===== config.mk =====
export PLATFORM = sky130hd
export DESIGN_NAME = jtag_uart_cmd_rx_flat
export DESIGN_NICKNAME = d
export VERILOG_FILES = /design/src/rtl/jtag_uart_pkg.sv /design/src/rtl/jtag_uart_cmd_rx_if.sv /design/src/rtl/jtag_rx_frame_asm.sv /design/src/rtl/jtag_uart_cmd_rx.sv /design/src/flat_wrapper.sv
export SDC_FILE = /design/constraint.sdc
export NUM_CORES = 1
export LEC_CHECK = 0
export CAP_MARGIN = 20
export CELL_PAD_IN_SITES_DETAIL_PLACEMENT = 1
export CELL_PAD_IN_SITES_GLOBAL_PLACEMENT = 1
export CORE_MARGIN = 10
export CORE_UTILIZATION = 43
export DETAILED_ROUTE_END_ITERATION = 8
export GPL_TIMING_DRIVEN = 0
export HOLD_SLACK_MARGIN = 0.05
export PLACE_DENSITY_LB_ADDON = 0.1
export SLEW_MARGIN = 20
export SYNTH_ARGS = -nofsm -noshare
export SYNTH_HDL_FRONTEND = slang
export SYNTH_HIERARCHICAL = 1
export SYNTH_SLANG_ARGS = --single-unit

===== constraint.sdc =====
create_clock -name clk_10MHz -period 6.3 [get_ports clk_10MHz]
set_input_delay 1.89 -clock clk_10MHz [delete_from_list [all_inputs] [get_ports clk_10MHz]]
set_output_delay 1.89 -clock clk_10MHz [all_outputs]
set_load 0.02 [all_outputs]

===== src/rtl/jtag_uart_pkg.sv =====
// ---------------------------------------------------------------------------
// jtag_uart_pkg
// Shared constants for the JTAG UART command receiver:
//   SYNC_BYTE   - frame start marker (0xA5)
//   RVALID_BIT  - bit index of RVALID in the JTAG UART data register
//   DATA_ADDR   - Avalon register select for the data register
//   ST_*        - poll FSM state encodings
//   PH_*        - frame assembler phase encodings
// ---------------------------------------------------------------------------
package jtag_uart_pkg;

    localparam logic [7:0] SYNC_BYTE  = 8'hA5;
    localparam int         RVALID_BIT = 15;
    localparam logic       DATA_ADDR  = 1'b0;

    // Poll FSM states
    localparam logic [2:0] ST_POLL = 3'd0;
    localparam logic [2:0] ST_READ = 3'd1;
    localparam logic [2:0] ST_EVAL = 3'd2;
    localparam logic [2:0] ST_GAP  = 3'd3;
    localparam logic [2:0] ST_HOLD = 3'd4;

    // Frame assembler phases
    localparam logic [1:0] PH_HUNT = 2'd0;
    localparam logic [1:0] PH_B0   = 2'd1;
    localparam logic [1:0] PH_B1   = 2'd2;
    localparam logic [1:0] PH_B2   = 2'd3;

endpackage


===== src/rtl/jtag_uart_cmd_rx_if.sv =====
// ---------------------------------------------------------------------------
// jtag_uart_cmd_rx_if
// Avalon-MM read-only master bus towards the JTAG UART slave.
//   avm_read_n      - read strobe, active-low (master -> slave)
//   avm_address     - register select, always 0 (master -> slave)
//   avm_readdata    - data register contents (slave -> master)
//   avm_waitrequest - slave stall (slave -> master)
// Handshake: a read completes on the first clock edge that samples
// avm_read_n=0 together with avm_waitrequest=0; readdata is valid on
// that same edge.
// ---------------------------------------------------------------------------
interface jtag_uart_cmd_rx_if;

    logic        avm_read_n;
    logic        avm_address;
    logic [31:0] avm_readdata;
    logic        avm_waitrequest;

    modport master (
        output avm_read_n,
        output avm_address,
        input  avm_readdata,
        input  avm_waitrequest
    );

    modport slave (
        input  avm_read_n,
        input  avm_address,
        output avm_readdata,
        output avm_waitrequest
    );

endinterface


===== src/rtl/jtag_rx_frame_asm.sv =====
// ---------------------------------------------------------------------------
// jtag_rx_frame_asm
// Frame assembler: hunts for the 0xA5 sync byte, then collects 3 payload
// bytes MSB first. Non-sync bytes seen while hunting are counted
// (saturating at 255).
// Optional feature macro: JTAG_RX_TIMEOUT_EN -- drops a partial frame after
// TIMEOUT_CYCLES cycles without a byte and pulses timeout_o for one cycle.
// Ports:
//   clk_10MHz, reset_n - clock, async active-low reset
//   byte_valid_i       - one-cycle strobe, byte_i is a received byte
//   byte_i             - received byte
//   done_o             - combinational: this byte completes a word
//   word_o             - combinational: completed word (valid with done_o)
//   err_cnt_o          - discarded non-sync byte count, saturating
//   timeout_o          - one-cycle pulse when a partial frame is dropped
//   phase_o            - current phase (debug)
// ---------------------------------------------------------------------------
module jtag_rx_frame_asm
    import jtag_uart_pkg::*;
#(
    parameter int TIMEOUT_CYCLES = 100000
) (
    input  logic        clk_10MHz,
    input  logic        reset_n,
    input  logic        byte_valid_i,
    input  logic [7:0]  byte_i,
    output logic        done_o,
    output logic [23:0] word_o,
    output logic [7:0]  err_cnt_o,
    output logic        timeout_o,
    output logic [1:0]  phase_o
);

    logic [1:0]  phase_q, phase_d;
    logic [15:0] shift_q, shift_d;
    logic [7:0]  err_q, err_d;
    logic        tmo_fire;

`ifdef JTAG_RX_TIMEOUT_EN
    localparam int TMO_W = $clog2(TIMEOUT_CYCLES + 1);

    logic [TMO_W-1:0] tmo_cnt_q, tmo_cnt_d;
    logic             timeout_q;

    // An arriving byte always wins over an expiring timeout so it is never lost.
    assign tmo_fire = !byte_valid_i && (phase_q != PH_HUNT) &&
                      (tmo_cnt_q == TMO_W'(TIMEOUT_CYCLES - 1));

    always_comb begin
        tmo_cnt_d = tmo_cnt_q + TMO_W'(1);
        if (byte_valid_i || (phase_q == PH_HUNT) || tmo_fire) begin
            tmo_cnt_d = '0;
        end
    end

    always_ff @(posedge clk_10MHz or negedge reset_n) begin
        if (!reset_n) begin
            tmo_cnt_q <= '0;
            timeout_q <= 1'b0;
        end else begin
            tmo_cnt_q <= tmo_cnt_d;
            timeout_q <= tmo_fire;
        end
    end

    assign timeout_o = timeout_q;
`else
    assign tmo_fire  = 1'b0;
    // Feature compiled out: the output is a constant 0.
    assign timeout_o = (TIMEOUT_CYCLES < 0);
`endif

    always_comb begin
        phase_d = phase_q;
        shift_d = shift_q;
        err_d   = err_q;
        if (byte_valid_i) begin
            case (phase_q)
                PH_HUNT: begin
                    if (byte_i == SYNC_BYTE) begin
                        phase_d = PH_B0;
                        shift_d = '0;
                    end else if (err_q != 8'hFF) begin
                        err_d = err_q + 8'd1;
                    end
                end
                PH_B0: begin
                    shift_d = {shift_q[7:0], byte_i};
                    phase_d = PH_B1;
                end
                PH_B1: begin
                    shift_d = {shift_q[7:0], byte_i};
                    phase_d = PH_B2;
                end
                default: begin
                    phase_d = PH_HUNT;
                end
            endcase
        end else if (tmo_fire) begin
            phase_d = PH_HUNT;
            shift_d = '0;
        end
    end

    always_ff @(posedge clk_10MHz or negedge reset_n) begin
        if (!reset_n) begin
            phase_q <= PH_HUNT;
            shift_q <= '0;
            err_q   <= '0;
        end else begin
            phase_q <= phase_d;
            shift_q <= shift_d;
            err_q   <= err_d;
        end
    end

    // The third payload byte is appended combinationally so the poll FSM can
    // register the whole word in the same edge that raises rx_valid.
    assign done_o    = byte_valid_i && (phase_q == PH_B2);
    assign word_o    = {shift_q, byte_i};
    assign err_cnt_o = err_q;
    assign phase_o   = phase_q;

endmodule


===== src/rtl/jtag_uart_cmd_rx.sv =====
// ---------------------------------------------------------------------------
// jtag_uart_cmd_rx
// Polls a JTAG UART data register over Avalon-MM and assembles 0xA5-framed
// 3-byte command words. While a word waits for the consumer no reads are
// issued, so further bytes stay in the JTAG FIFO as backpressure.
// Optional feature macro: JTAG_RX_TIMEOUT_EN (inter-byte frame timeout).
// Ports:
//   clk_10MHz, reset_n - clock, async active-low reset
//   avm                - Avalon master bus (jtag_uart_cmd_rx_if.master)
//   rx_word            - assembled word, first payload byte in [23:16]
//   rx_valid/rx_ready  - word handshake: transfer when both sampled high;
//                        rx_word is stable while rx_valid=1
//   sync_err_cnt       - discarded non-sync bytes, saturating
//   rx_timeout         - one-cycle pulse when a partial frame times out
//   fsm_state_o        - poll FSM state (debug)
//   asm_phase_o        - assembler phase (debug)
// ---------------------------------------------------------------------------
module jtag_uart_cmd_rx
    import jtag_uart_pkg::*;
#(
    parameter int POLL_GAP       = 16,
    parameter int TIMEOUT_CYCLES = 100000
) (
    input  logic                      clk_10MHz,
    input  logic                      reset_n,
    jtag_uart_cmd_rx_if.master        avm,
    output logic [23:0]               rx_word,
    output logic                      rx_valid,
    input  logic                      rx_ready,
    output logic [7:0]                sync_err_cnt,
    output logic                      rx_timeout,
    output logic [2:0]                fsm_state_o,
    output logic [1:0]                asm_phase_o
);

    localparam int GAP_W = (POLL_GAP < 1) ? 1 : $clog2(POLL_GAP + 1);

    logic [2:0]       state_q, state_d;
    logic             read_n_q, read_n_d;
    logic             rvalid_q, rvalid_d;
    logic [7:0]       byte_q, byte_d;
    logic [GAP_W-1:0] gap_q, gap_d;
    logic [23:0]      word_q, word_d;
    logic             valid_q, valid_d;

    logic             byte_valid;
    logic             asm_done;
    logic [23:0]      asm_word;
    logic             unused_readdata;

    assign unused_readdata = ^{avm.avm_readdata[31:16], avm.avm_readdata[14:8]};

    always_comb begin
        state_d    = state_q;
        read_n_d   = read_n_q;
        rvalid_d   = rvalid_q;
        byte_d     = byte_q;
        gap_d      = gap_q;
        word_d     = word_q;
        valid_d    = valid_q;
        byte_valid = 1'b0;
        case (state_q)
            ST_POLL: begin
                read_n_d = 1'b0;
                state_d  = ST_READ;
            end
            ST_READ: begin
                if (!avm.avm_waitrequest) begin
                    rvalid_d = avm.avm_readdata[RVALID_BIT];
                    byte_d   = avm.avm_readdata[7:0];
                    read_n_d = 1'b1;
                    state_d  = ST_EVAL;
                end
            end
            ST_EVAL: begin
                if (!rvalid_q) begin
                    gap_d   = GAP_W'(POLL_GAP);
                    state_d = ST_GAP;
                end else begin
                    byte_valid = 1'b1;
                    if (asm_done) begin
                        word_d  = asm_word;
                        valid_d = 1'b1;
                        state_d = ST_HOLD;
                    end else begin
                        state_d = ST_POLL;
                    end
                end
            end
            ST_GAP: begin
                // Leaving on the cycle the count would reach 0 puts the next
                // read strobe POLL_GAP+2 cycles after the empty EVAL.
                if (gap_q > GAP_W'(1)) begin
                    gap_d = gap_q - GAP_W'(1);
                end else begin
                    gap_d   = '0;
                    state_d = ST_POLL;
                end
            end
            ST_HOLD: begin
                if (rx_ready) begin
                    valid_d = 1'b0;
                    state_d = ST_POLL;
                end
            end
            default: begin
                read_n_d = 1'b1;
                state_d  = ST_POLL;
            end
        endcase
    end

    always_ff @(posedge clk_10MHz or negedge reset_n) begin
        if (!reset_n) begin
            state_q  <= ST_POLL;
            read_n_q <= 1'b1;
            rvalid_q <= 1'b0;
            byte_q   <= '0;
            gap_q    <= '0;
            word_q   <= '0;
            valid_q  <= 1'b0;
        end else begin
            state_q  <= state_d;
            read_n_q <= read_n_d;
            rvalid_q <= rvalid_d;
            byte_q   <= byte_d;
            gap_q    <= gap_d;
            word_q   <= word_d;
            valid_q  <= valid_d;
        end
    end

    jtag_rx_frame_asm #(
        .TIMEOUT_CYCLES (TIMEOUT_CYCLES)
    ) u_asm (
        .clk_10MHz    (clk_10MHz),
        .reset_n      (reset_n),
        .byte_valid_i (byte_valid),
        .byte_i       (byte_q),
        .done_o       (asm_done),
        .word_o       (asm_word),
        .err_cnt_o    (sync_err_cnt),
        .timeout_o    (rx_timeout),
        .phase_o      (asm_phase_o)
    );

    assign avm.avm_read_n  = read_n_q;
    assign avm.avm_address = DATA_ADDR;
    assign rx_word         = word_q;
    assign rx_valid        = valid_q;
    assign fsm_state_o     = state_q;

endmodule


===== src/flat_wrapper.sv =====
// flat-port wrapper written by rule: the top's interface ports become plain ports
module jtag_uart_cmd_rx_flat import jtag_uart_pkg::*;
#(
    parameter int POLL_GAP       = 16,
    parameter int TIMEOUT_CYCLES = 100000
)
  (clk_10MHz, reset_n, rx_word, rx_valid, rx_ready, sync_err_cnt, rx_timeout, fsm_state_o, asm_phase_o, avm_avm_read_n, avm_avm_address, avm_avm_readdata, avm_avm_waitrequest);
  jtag_uart_cmd_rx_if avm_i ();
  input  logic clk_10MHz;
  input  logic reset_n;
  output logic [23:0] rx_word;
  output logic rx_valid;
  input  logic rx_ready;
  output logic [7:0] sync_err_cnt;
  output logic rx_timeout;
  output logic [2:0] fsm_state_o;
  output logic [1:0] asm_phase_o;
  output wire logic [$bits(avm_i.avm_read_n)-1:0] avm_avm_read_n;
  output wire logic [$bits(avm_i.avm_address)-1:0] avm_avm_address;
  input wire logic [$bits(avm_i.avm_readdata)-1:0] avm_avm_readdata;
  input wire logic [$bits(avm_i.avm_waitrequest)-1:0] avm_avm_waitrequest;
  assign avm_avm_read_n = avm_i.avm_read_n;
  assign avm_avm_address = avm_i.avm_address;
  assign avm_i.avm_readdata = avm_avm_readdata;
  assign avm_i.avm_waitrequest = avm_avm_waitrequest;
  jtag_uart_cmd_rx #(.POLL_GAP(POLL_GAP), .TIMEOUT_CYCLES(TIMEOUT_CYCLES)) u_core (.clk_10MHz(clk_10MHz), .reset_n(reset_n), .avm(avm_i), .rx_word(rx_word), .rx_valid(rx_valid), .rx_ready(rx_ready), .sync_err_cnt(sync_err_cnt), .rx_timeout(rx_timeout), .fsm_state_o(fsm_state_o), .asm_phase_o(asm_phase_o));
endmodule

# Word-level counts from Yosys, hierarchy flattened
# Cells that the tools add are included.
# Widths: inputs -> output; s select.
[word_totals] regBits=69 out_inout_bits=41 word_cells=70 in_bits=36
[classes] reduce_logical=17 order_cmp=1 mux=21 add_sub_neg=2 bitwise_logic=3 n_eq_ne=16
[ops] cell="$pmux 16 s2" count=1
[ops] cell="$mux 16" count=1
[ops] cell="$mux 3" count=5
[ops] cell="$pmux 3 s5" count=1
[ops] cell="$mux 5" count=2
[ops] cell="$ne 2x2->1 const B" count=5
[ops] cell="$pmux 5 s2" count=1
[ops] cell="$reduce_and 3->1" count=3
[ops] cell="$add 8x1->8 const B" count=1
[ops] cell="$eq 8x8->1 const B" count=1
[ops] cell="$ne 8x8->1 const B" count=1
[ops] cell="$reduce_and 2->1" count=4
[ops] cell="$reduce_and 4->1" count=2
[ops] cell="$eq 3x2->1 const B" count=2
[ops] cell="$mux 1" count=6
[ops] cell="$pmux 2 s3" count=1
[ops] cell="$reduce_bool 2->1" count=3
[ops] cell="$gt 5x1->1 const B" count=1
[ops] cell="$sub 5x1->5 const B" count=1
[ops] cell="$eq 2x2->1 const B" count=2
[ops] cell="$ne 2x1->1 const B" count=2
[ops] cell="$eq 3x1->1 const B" count=1
[ops] cell="$eq 3x3->1 const B" count=1
[ops] cell="$logic_not 3->1" count=1
[ops] cell="other kinds (9)" count=11

# Depth between registers and ports, before layout
# Gate-level depths: netlist of run 1.
[depth] depth_word=6 depth_mapped=8 depth_no_buf=6

# By module
# Netlist of run 1, hierarchy kept.
[by_module_without_submodules] mod="jtag_uart_cmd_rx" seq_area_each_um2=1077.3 cells_per_inst=132 area_per_inst_um2=1923.1 n_inst=1
[by_module_without_submodules] mod="jtag_rx_frame_asm" seq_area_each_um2=650.6 cells_per_inst=111 area_per_inst_um2=1326.3 n_inst=1

# Least setup slack after synthesis of run 1
# Ideal clock, no wire load.
[synth_timing] path_kind="input-to-reg" startpoint="input port avm_avm_waitrequest" endpoint="register u_core.byte_q[0]" slack_ns=3.503 n_path_buf=1 setup_time_ns=0.125 required_ns=6.175 cell_stages=3 arrival_time_ns=2.672 path_cell_list="nor4b_1 > buf_2 > mux2_2"
[synth_via] elab_chain_len=2
[synth_rtl] item="from (decl)" line="flat_wrapper.sv:21" source="input wire logic [$bits(avm_i.avm_waitrequest)-1:0] avm_avm_waitrequest;"
[synth_rtl] item="$not 1->1 (no line)"
[synth_rtl] item="$reduce_and 2->1 (no line)"
[synth_rtl] item="to (signal assigned)" line="jtag_uart_cmd_rx.sv:126" source="byte_q <= byte_d;"
[synth_rtl] item="to (decl)" line="jtag_uart_cmd_rx.sv:41" source="logic [7:0] byte_q, byte_d;"
# Every way passes these cells.
# A chain may end at the register's enable or synchronous reset.

# Worst setup path in the final report of run 1
[layout_timing] startpoint="register u_core.read_n_q, in the netlist u_core/avm.avm_read_n" endpoint="output port avm_avm_read_n"
[layout_rtl] item="from (decl)" line="jtag_uart_cmd_rx.sv:39" source="logic read_n_q, read_n_d;"
[layout_rtl] item="from (signal assigned)" line="jtag_uart_cmd_rx.sv:124" source="read_n_q <= read_n_d;"
[layout_rtl] item="to (decl)" line="flat_wrapper.sv:18" source="output wire logic [$bits(avm_i.avm_read_n)-1:0] avm_avm_read_n;"
# No word-level cell between the ends.

==> flow_summary.ini, run 1 <==
[power_and_ir_drop]
p_switching_mw = 0.462
swShare_pct = 31.7
clockPowerShare_pct = 30.0
vdd_drop_max_mv = 0.211
finalPower_mw = 1.46
intPower_mw = 0.996
p_leak_nw = 1.93
powerDensity_nw_per_um2 = 352
p_seq_share_pct = 40.5
comb_power_share_pct = 29.5

[floorplan]
coreArea_um2 = 7290
die-area_um2 = 11400
die_h_um = 107
row_count = 31
pin_count = 77
die_width_um = 107
initial_core_util_pct = 44.6

[global_routing]
grt_pass1_vias = 2368
grt_usage_pct = 14.3
grt_max_degree = 40
antenna_found_initial = 0
grt_pass1_wl_mm = 13.0
gr-total-overflow = 0

[cts]
ctsResizeCount = 0
postCtsHoldBufs = 0
clk_pin_slew_ns = 0.08
clockRootBuffer = clkbuf_8
cts_tree = built
cts_buffer_depth = 2
cts_sinks = 69
cts_buffers = 9
post_cts_buffers = 0
htreeDepth = 3
insertion_delay_ns = 0.34

[timing]
slew_headroom_pct = 64.4
hold_viol = 0
tightest_slew_ns = 0.535
final_max_slew_viol_count = 0
clock_skew_ns = 0.0118
fin_tns_setup_ns = 0
timing.fmax_ghz = 0.296
period_share_pct = 53.6
rsz0062_at_grt = false
setup_viol = 0
period_minus_slack_ns = 3.37

[detailed_routing]
highest_layer = met4
vias = 2133
dr.first_iter.drc_count = 43
wire_per_inst_um = 19.1
drc_errors = 0
drt-total-wl_mm = 7.82
dr.pass1.iters = 4
wl_met1_mm = 3.35
ant_nets = 0
wl_met2_mm = 4.02
wl_met3_um = 385
viasPerCell = 5.20

[logic_synthesis]
ys_types = 55
synth.most_common_cell = dfrtp_1
synth_top_area_share_pct = 52.4
async_flop_share_pct = 100
syn_avg_cell_area_um2 = 13.4
synthesis.area_um2 = 3250
synth_area_leaders = dfrtp_1 52%, mux2_4 8.8%, mux2_2 5.9%, a22o_1 3.2%, buf_4 2.8%
ys.flop_type = dfrtp_1
synth_seq_area_share_pct = 53.2
ys_ff_latch = 69
synth_fp_nets = 285
netlist_instances = 243
ys_warn_count = 6
synth_edf_count = 0
synth_common_cells = 68 x dfrtp_1, 19 x mux2_4, 17 x mux2_2, 12 x a22o_1, 12 x buf_4
synth_area_leader_cell = dfrtp_1

[critical_path]
required_ns = 4.41
cp-end-kind = primary output
critical_path.top_delay_family = buffers and inverters
start_kind = register
path_cells = clkdlybuf4s50_1
worstPathArrival_ns = 1.48
worst-path-buf-inv = 1
worstPathMaxFanout = 3
max_stage_delay_ns = 0.60
critPathSlowestCell = clkdlybuf4s50_1
path_class = reg2out

[cells_and_area]
multi_input_area_um2 = 1350
instances_no_fill = 410
fillers = 777
drive_above_1_share_pct = 28.0
nNetsFinal = 348
ff_latch_area_um2 = 1730
insertedDiodeCount = 0
syn_to_final_growth_pct = 27.4

[min_path]
holdCritPathClass = reg2reg

[placed_design]
routabilityCongestion = 0.797
dp.cells = 394
hpwlAfterDp_mm = 5.59
io_buffers = 51

[job]
max_cap_viol_count = 0

[run_status]
outcome = completed
stage by stage:
| step | util (%) | worst slack [ns] | cell area (um^2) | hold slack [ns] |
|---|---|---|---|---|
| 3_5_place_dp | 53.5 | 2.88 | 3900 | 0.488 |
| 6_report | 56.8 | 2.93 | 4140 | 0.496 |
| 5_1_grt | 56.8 | 2.88 | 4140 | 0.523 |
| 4_1_cts | 56.8 | 2.90 | 4140 | 0.499 |
| 3_3_place_gp | 53.3 | 0.928 | 3880 | 0.477 |
| 2_1_floorplan | - | 3.50 | 3250 | 0.462 |
worst paths after layout:
check | start | endpoint | slack, ns | cells after the start
setup / recovery | u_core/avm.avm_read_n | avm_avm_read_n | 2.93 | 1
hold / removal | u_core/avm.avm_read_n | u_core/avm.avm_read_n | 0.50 | 2
setup reg to reg | u_core/fsm_state_o[0] | u_core/rx_word[11] | 3.56 | 8
hold reg to reg | u_core/avm.avm_read_n | u_core/avm.avm_read_n | 0.50 | 2
max in group asynchronous | reset_n | u_core/avm.avm_read_n | 4.21 | 2
min in group asynchronous | reset_n | u_core/rx_word[23] | 1.47 | 1
flip-flops by register name, indices dropped and copies added (netlist names):
register	flops
u_core/fsm_state_o	3
u_core/rx_word	24
u_core/u_asm/phase_o	2
u_core/u_asm/err_cnt_o	8
u_core/rx_valid	1
u_core/rvalid_q	1
u_core/u_asm/shift_q	16
u_core/avm.avm_read_n	1
u_core/gap_q	5
u_core/byte_q	8
cells in the final DEF (no fill, tap or decap), types with 3 or more instances in the layout:
cell	netlist	routed
nand3_1	4	4
mux2_4	19	19
buf_2	4	4
a21oi_1	3	3
buf_4	12	13
o2bb2ai_1	5	5
a31oi_1	4	4
ha_1	6	6
inv_1	7	7
o21ai_0	3	3
nand2b_1	4	4
a22o_1	12	12
nand2_1	6	6
xnor2_1	3	3
buf_6	3	3
bufinv_16	0	3
nand4_1	4	4
o211ai_1	3	3
dfrtp_1	68	68
nor2_1	4	4
clkbuf_8	0	9
clkdlybuf4s50_1	0	50
nor3_1	3	3
nor2b_1	6	6
mux2_2	17	17
layout make-up:
cell class	instances	area share, %
clock buffers	10	3.08
flip-flops and latches	69	41.7
well taps	99	2.99
plain buffers	20	3.57
repair buffers	52	12.8
clock inverters	6	2.69
multi-input cells	147	32.5
inverters	7	0.635
logic make-up (layout without fill, tap and decap cells):
| group | after synthesis | count (layout) | share of synthesized area [%] |
|---|---|---|---|
| adder cells (fa/ha/maj) | 6 | 6 | 2.31 |
| other | 2 | 2 | 0.231 |
| buffers and inverters | 27 | 95 | 5.35 |
| AND/OR/NAND/NOR | 53 | 53 | 12.3 |
| multiplexers | 36 | 36 | 14.7 |
| flip-flops | 69 | 69 | 53.2 |
| XOR/XNOR | 5 | 5 | 1.35 |
| AO/OA/AOI/OAI | 45 | 45 | 10.6 |
power by group through the flow:
stage / logic, mW / registers [mW] / clock network (mW)
after floorplan: 0.279 / 0.603 / 0
after global placement: 0.413 / 0.597 / 0
after detailed placement: 0.429 / 0.599 / 0
after CTS: 0.436 / 0.591 / 0.443
after global routing: 0.474 / 0.603 / 0.467
final: 0.430 / 0.590 / 0.437
routing by layer:
layer  global-route usage (%)  vias up
met4                     4.06        0
met2                     24.5       41
met1                     16.4     1082
met3                     5.27        6
met5                        0        -
li1                         -     1004
No activity file was read; power rests on OpenSTA's default activity.
==> run 2, diff against run 1 <==
Settings changed: CORE_UTILIZATION 43 to 36.
Clock period 6.3 ns to 3 ns, I/O delays scaled along.
==> run 2 against run 1 <==
Net effect:
- sequential power is 110% higher
- largest power group unchanged
- highest routed layer unchanged
- critical path type is now reg2reg
- non-clock buffer count stayed put
- hold slack worse by 0.018 ns
- critical path depth is 7 higher
==> flow_summary.ini, run 2 (synthesis results as in run 1) <==
[run_status]
outcome = completed

[detailed_routing]
viasPerCell = 5.07
dr.first_iter.drc_count = 79
wire_per_inst_um = 17.6
ant_nets = 0
drc_errors = 0
drt-total-wl_mm = 7.39
vias = 2125
dr.pass1.iters = 4

[timing]
hold_ws_ns = 0.478
setup_viol = 0
final_max_slew_viol_count = 0
rsz0062_at_grt = false
clock_skew_ns = 0.0125
hold_viol = 0
fin_tns_setup_ns = 0
period_minus_slack_ns = 2.68
timing.fmax_ghz = 0.373
period_share_pct = 89.3
worst_slack_ns = 0.320

[floorplan]
pin_count = 77
die-area_um2 = 13200
coreArea_um2 = 8760
row_count = 34
initial_core_util_pct = 37.1
die_width_um = 115
die_h_um = 115

[cts]
clk_pin_slew_ns = 0.08
cts_tree = built
cts_buffers = 9
cts_sinks = 69
insertion_delay_ns = 0.35
postCtsHoldBufs = 0
post_cts_buffers = 0
htreeDepth = 3
clockRootBuffer = clkbuf_8
cts_buffer_depth = 2
ctsResizeCount = 0

[global_routing]
grt.busiest_layer = met2
gr-total-overflow = 0
antenna_found_initial = 0
grt_pass1_wl_mm = 12.4
grt_usage_pct = 11.8
grt_max_degree = 40
grt_pass1_vias = 2351
use_met1_pct = 14.8
grt_util_met3_pct = 4.74
met2_usage_pct = 18.3

[cells_and_area]
layout_common_cells = 68 x dfrtp_1, 50 x clkdlybuf4s50_1, 19 x mux2_4
utilization_pct = 46.6
nNetsFinal = 348
final_common_cell = dfrtp_1
insertedDiodeCount = 0
syn_to_final_growth_pct = 25.7
drive_above_1_share_pct = 28.3
largest_register_ffs = 24

[critical_path]
path_class = reg2reg
required_ns = 3.22
start_kind = register
path_cells = buf_2, nand2b_1, nor2_1, clkbuf_1, and2_1, nand3_4, buf_6, mux2_4
max_stage_delay_ns = 0.44
critPathSlowestCell = nor2_1
cp-end-kind = register
worstPathMaxFanout = 10
worstPathArrival_ns = 2.90

[power_and_ir_drop]
p_leak_nw = 1.90
vdd_drop_max_mv = 0.362
powerDensity_nw_per_um2 = 685
finalPower_mw = 2.80

[placed_design]
dp_slack_ns = 0.290
routabilityCongestion = 0.760
hpwlAfterDp_mm = 5.41
io_buffers = 51

[job]
max_cap_viol_count = 0

[min_path]
holdCritPathClass = in2async
## run 2: changes by cell type in the layout (fill, tap and decap cells not counted), sizes merged
cell | previous run | this run
clkinv | 2 | 4
bufinv | 3 | 0
clkbuf | 11 | 10
inv | 7 | 9
## run 2: power breakdown
| part | switching, mW | leakage, nW | internal (mW) |
|---|---|---|---|
| Sequential | 0.167 | 0.922 | 1.07 |
| Clock | 0.372 | 0.0898 | 0.302 |
| Combinational | 0.422 | 0.887 | 0.463 |
| Total | 0.960 | 1.90 | 1.84 |
## run 2: routing by layer
metal | share of wire (%) | vias up
met5 | 0 | -
met4 | 0.50 | 0
met3 | 6.7 | 2
met2 | 47 | 45
met1 | 45 | 1073
li1 | - | 1005
## run 2: per-stage QoR
step / cell area (um^2) / instances
2_1_floorplan: 3250 / 243
5_1_grt: 4090 / 419
6_report: 4090 / 419
3_5_place_dp: 3910 / 403
4_1_cts: 4090 / 419
3_3_place_gp: 3890 / 402
## run 2: layout make-up
| class | count | area, um^2 |
|---|---|---|
| fillers | 935 | 4680 |
| flip-flops and latches | 69 | 1730 |
| multi-input cells | 147 | 1350 |
| repair buffers | 52 | 528 |
| plain buffers | 20 | 148 |
| well taps | 108 | 135 |
| clock buffers | 9 | 124 |
| clock inverters | 7 | 48.8 |
| inverters | 7 | 26.3 |
## run 2: final timing paths
kind | to | cells past startpoint | from | slack (ns)
worst max-delay path | u_core/rx_word[11] | 8 | u_core/fsm_state_o[0] | 0.32
worst min-delay path | u_core/rx_word[23] | 1 | reset_n | 0.48
worst max register to register | u_core/rx_word[11] | 8 | u_core/fsm_state_o[0] | 0.32
min in group clk_10MHz | u_core/u_asm/err_cnt_o[5] | 1 | u_core/u_asm/err_cnt_o[5] | 0.50
worst min register to register | u_core/u_asm/err_cnt_o[5] | 1 | u_core/u_asm/err_cnt_o[5] | 0.50
max in group asynchronous | u_core/avm.avm_read_n | 2 | reset_n | 1.92
## run 2: critical path, delay by kind of cell, from the launching register on
family                 cells  cell delay [ns]
DFF                        1             0.38
and+or+nand+nor            4             1.10
muxes                      1             0.30
buffers and inverters      3             0.78
==> run 3, diff against run 2 <==
Settings changed: CTS_CLUSTER_SIZE set to 20.
==> results of run 3 <==
Final layout, timing and power as in run 2 (identical DEF).
==> patch: new RTL, settings of run 2 <==
Put a register stage on the output `sync_err_cnt`, with the module's reset. The value now appears one clock later. The other outputs are not delayed to match.
--- a/src/rtl/jtag_uart_cmd_rx.sv
+++ b/src/rtl/jtag_uart_cmd_rx.sv
@@ -35,4 +35,6 @@
 
     localparam int GAP_W = (POLL_GAP < 1) ? 1 : $clog2(POLL_GAP + 1);
+
+    logic [7:0] sync_err_cnt_d;
 
     logic [2:0]       state_q, state_d;
@@ -140,5 +142,5 @@
         .done_o       (asm_done),
         .word_o       (asm_word),
-        .err_cnt_o    (sync_err_cnt),
+        .err_cnt_o    (sync_err_cnt_d),
         .timeout_o    (rx_timeout),
         .phase_o      (asm_phase_o)
@@ -151,4 +153,12 @@
     assign fsm_state_o     = state_q;
 
+    always_ff @(posedge clk_10MHz or negedge reset_n) begin
+        if (!reset_n) begin
+            sync_err_cnt <= '0;
+        end else begin
+            sync_err_cnt <= sync_err_cnt_d;
+        end
+    end
+
 endmodule
 
Function: changed (a bounded check fails within 4 cycles, from zero or initial values and one cycle with reset_n low).
==> patch against run 2 <==
- first-iteration DRC count grew 48%
- power grew 8.0%
- critical endpoint is now u_core/rx_word[20]
- sequential share of layout area up 1.5 points
- sequential cell count grew 8
- clock skew is 0.0023 ns lower
- area after synthesis up 7.9%
- routed wire length grew 3.2%
- via count grew 1.2%
- count of clock-buffer cells in the layout up 2
- maximum frequency shrank 2.4%
- setup slack got worse by 0.066 ns
- cell area rose by 7.9%
==> patch: results (changes against run 2) <==
| Metric | Value |
|---|---|
| Status | complete, no violations |
| Worst ir drop on vdd | 346.8 µV (-4.3%) |
| Post-DRT Antenna Nets | 0 (unchanged) |
| Routed len/inst | 16.97 µm (-3.7%) |
| CP max-delay cell | clkbuf_1 |
| First-pass GRT wire length | 13140 µm (+6.2%) |
| H-tree depth | 3 (unchanged) |
| Initial DRC count | 117 (+48%) |
| Crit path DAT | 2.98 ns (+0.08 ns) |
| Unique masters post-synth | 55 (unchanged) |
| Hold Crit Class | reg -> reg |
| Leak | 1.985 nW (+4.6%) |
| Postcts setup bufs | 0 (unchanged) |
| R2r setup slk | 0.25 ns (-0.07 ns) |
| Vias in the first global route | 2335 (-0.68%) |
| Clk_skew | 0.01019 ns (-0.002335 ns) |
| Post-DP HPWL | 5494 µm (+1.6%) |
| Placed insts | 433 (+7.4%) |
| Routed vias | 2151 (+1.2%) |
| Commonest cells in the synthesized netlist | 76 x dfrtp_1, 20 x mux2_4, 16 x mux2_2 |
| # nets final | 357 (+2.6%) |
| Layout cells sized above 1 | 0.2813 (-0.001708) |
| Largest net degree at the start of global routing | 41 (+2.5%) |
| Syn_area_per_cell | 13.91 µm² (+4.0%) |
| Critical Path Max Stage Delay | 0.40 ns (-0.04 ns) |
| Ranking of synthesized cells by area | dfrtp_1 54%, mux2_4 8.6%, mux2_2 5.1% |
| Commonest register cell after synthesis | dfrtp_1 |
| Final GP Congestion | 0.7104 (-6.5%) |
| Worst-path clk slew | 0.08 ns (about the same) |
| Syn_nets | 294 (+3.2%) |
| Post-route insts no fill | 449 (+7.2%) |
| Overall routing resource usage | 0.1141 (-0.003736) |
| Placed inst area | 0.004194 mm² (+7.2%) |
| Sequential cell area fraction in the yosys report | 0.5502 (+0.01839) |
| Ys async rst share | 1.000 (unchanged) |
-- patch: cell type report --
cell class / count / area, µm²
Inverter: 10 / 37.54
Tap cell: 129 / 161.4
Multi-Input combinational cell: 144 / 1349
Sequential cell: 77 / 1928
Timing Repair Buffer: 52 / 528.0
Fill cell: 1000 / 4965
Clock buffer: 11 / 151.4
Clock inverter: 5 / 58.81
Buffer: 21 / 192.7
-- patch: worst paths after layout --
kind,cells after the start,to,start
worst min-delay path,0,u_core/sync_err_cnt[5],u_core/u_asm/err_cnt_o[5]
worst max register to register,9,u_core/rx_word[20],u_core/fsm_state_o[2]
min in group asynchronous,1,u_core/rx_word[15],reset_n
max in group asynchronous,2,u_core/u_asm/shift_q[5],reset_n
worst max-delay path,9,u_core/rx_word[20],u_core/fsm_state_o[2]
worst min register to register,0,u_core/sync_err_cnt[5],u_core/u_asm/err_cnt_o[5]
-- patch: worst max-delay path: cells and delay by family (launching register included) --
family / cells / cell delay [ns]
simple gates: 4 / 1.08
buf+inv: 4 / 0.83
flops: 1 / 0.39
mux: 1 / 0.30
-- patch: logic make-up after synthesis --
| kind of cell | after synthesis | share of synthesized area |
|---|---|---|
| and+or+nand+nor | 48 | 0.1096 |
| muxes | 36 | 0.1371 |
| AOI/OAI and AO/OA | 47 | 0.1014 |
| adders and majority gates | 6 | 0.02142 |
| xor gates and xnor gates | 5 | 0.01250 |
| other | 2 | 0.002143 |
| buffers and inverters | 31 | 0.06569 |
| DFF | 77 | 0.5502 |
-- patch: stage by stage --
stage                     hold slack (ns)  setup WS [ns]    util
after global placement             0.4093         -1.824  0.4457
after detailed placement           0.4167        0.07253  0.4475
after floorplan                    0.3931         0.5341       -
final                              0.4357         0.2540  0.4702
after global routing               0.4549        0.05423  0.4702
after CTS                          0.4354        0.05732  0.4700
-- patch: report_power, final --
part / switching, W / internal (W) / leakage, nW
combinational: 0.000393 / 0.000445 / 0.858
sequential: 0.000169 / 0.00120 / 1.03
clock: 0.000391 / 0.000430 / 0.102
-- patch: per-layer routing --
metal  share of wire  global-route usage
met5               0                   0
met4           0.011             0.04580
met3           0.049             0.03522
met2            0.46              0.1677
met1            0.48              0.1521
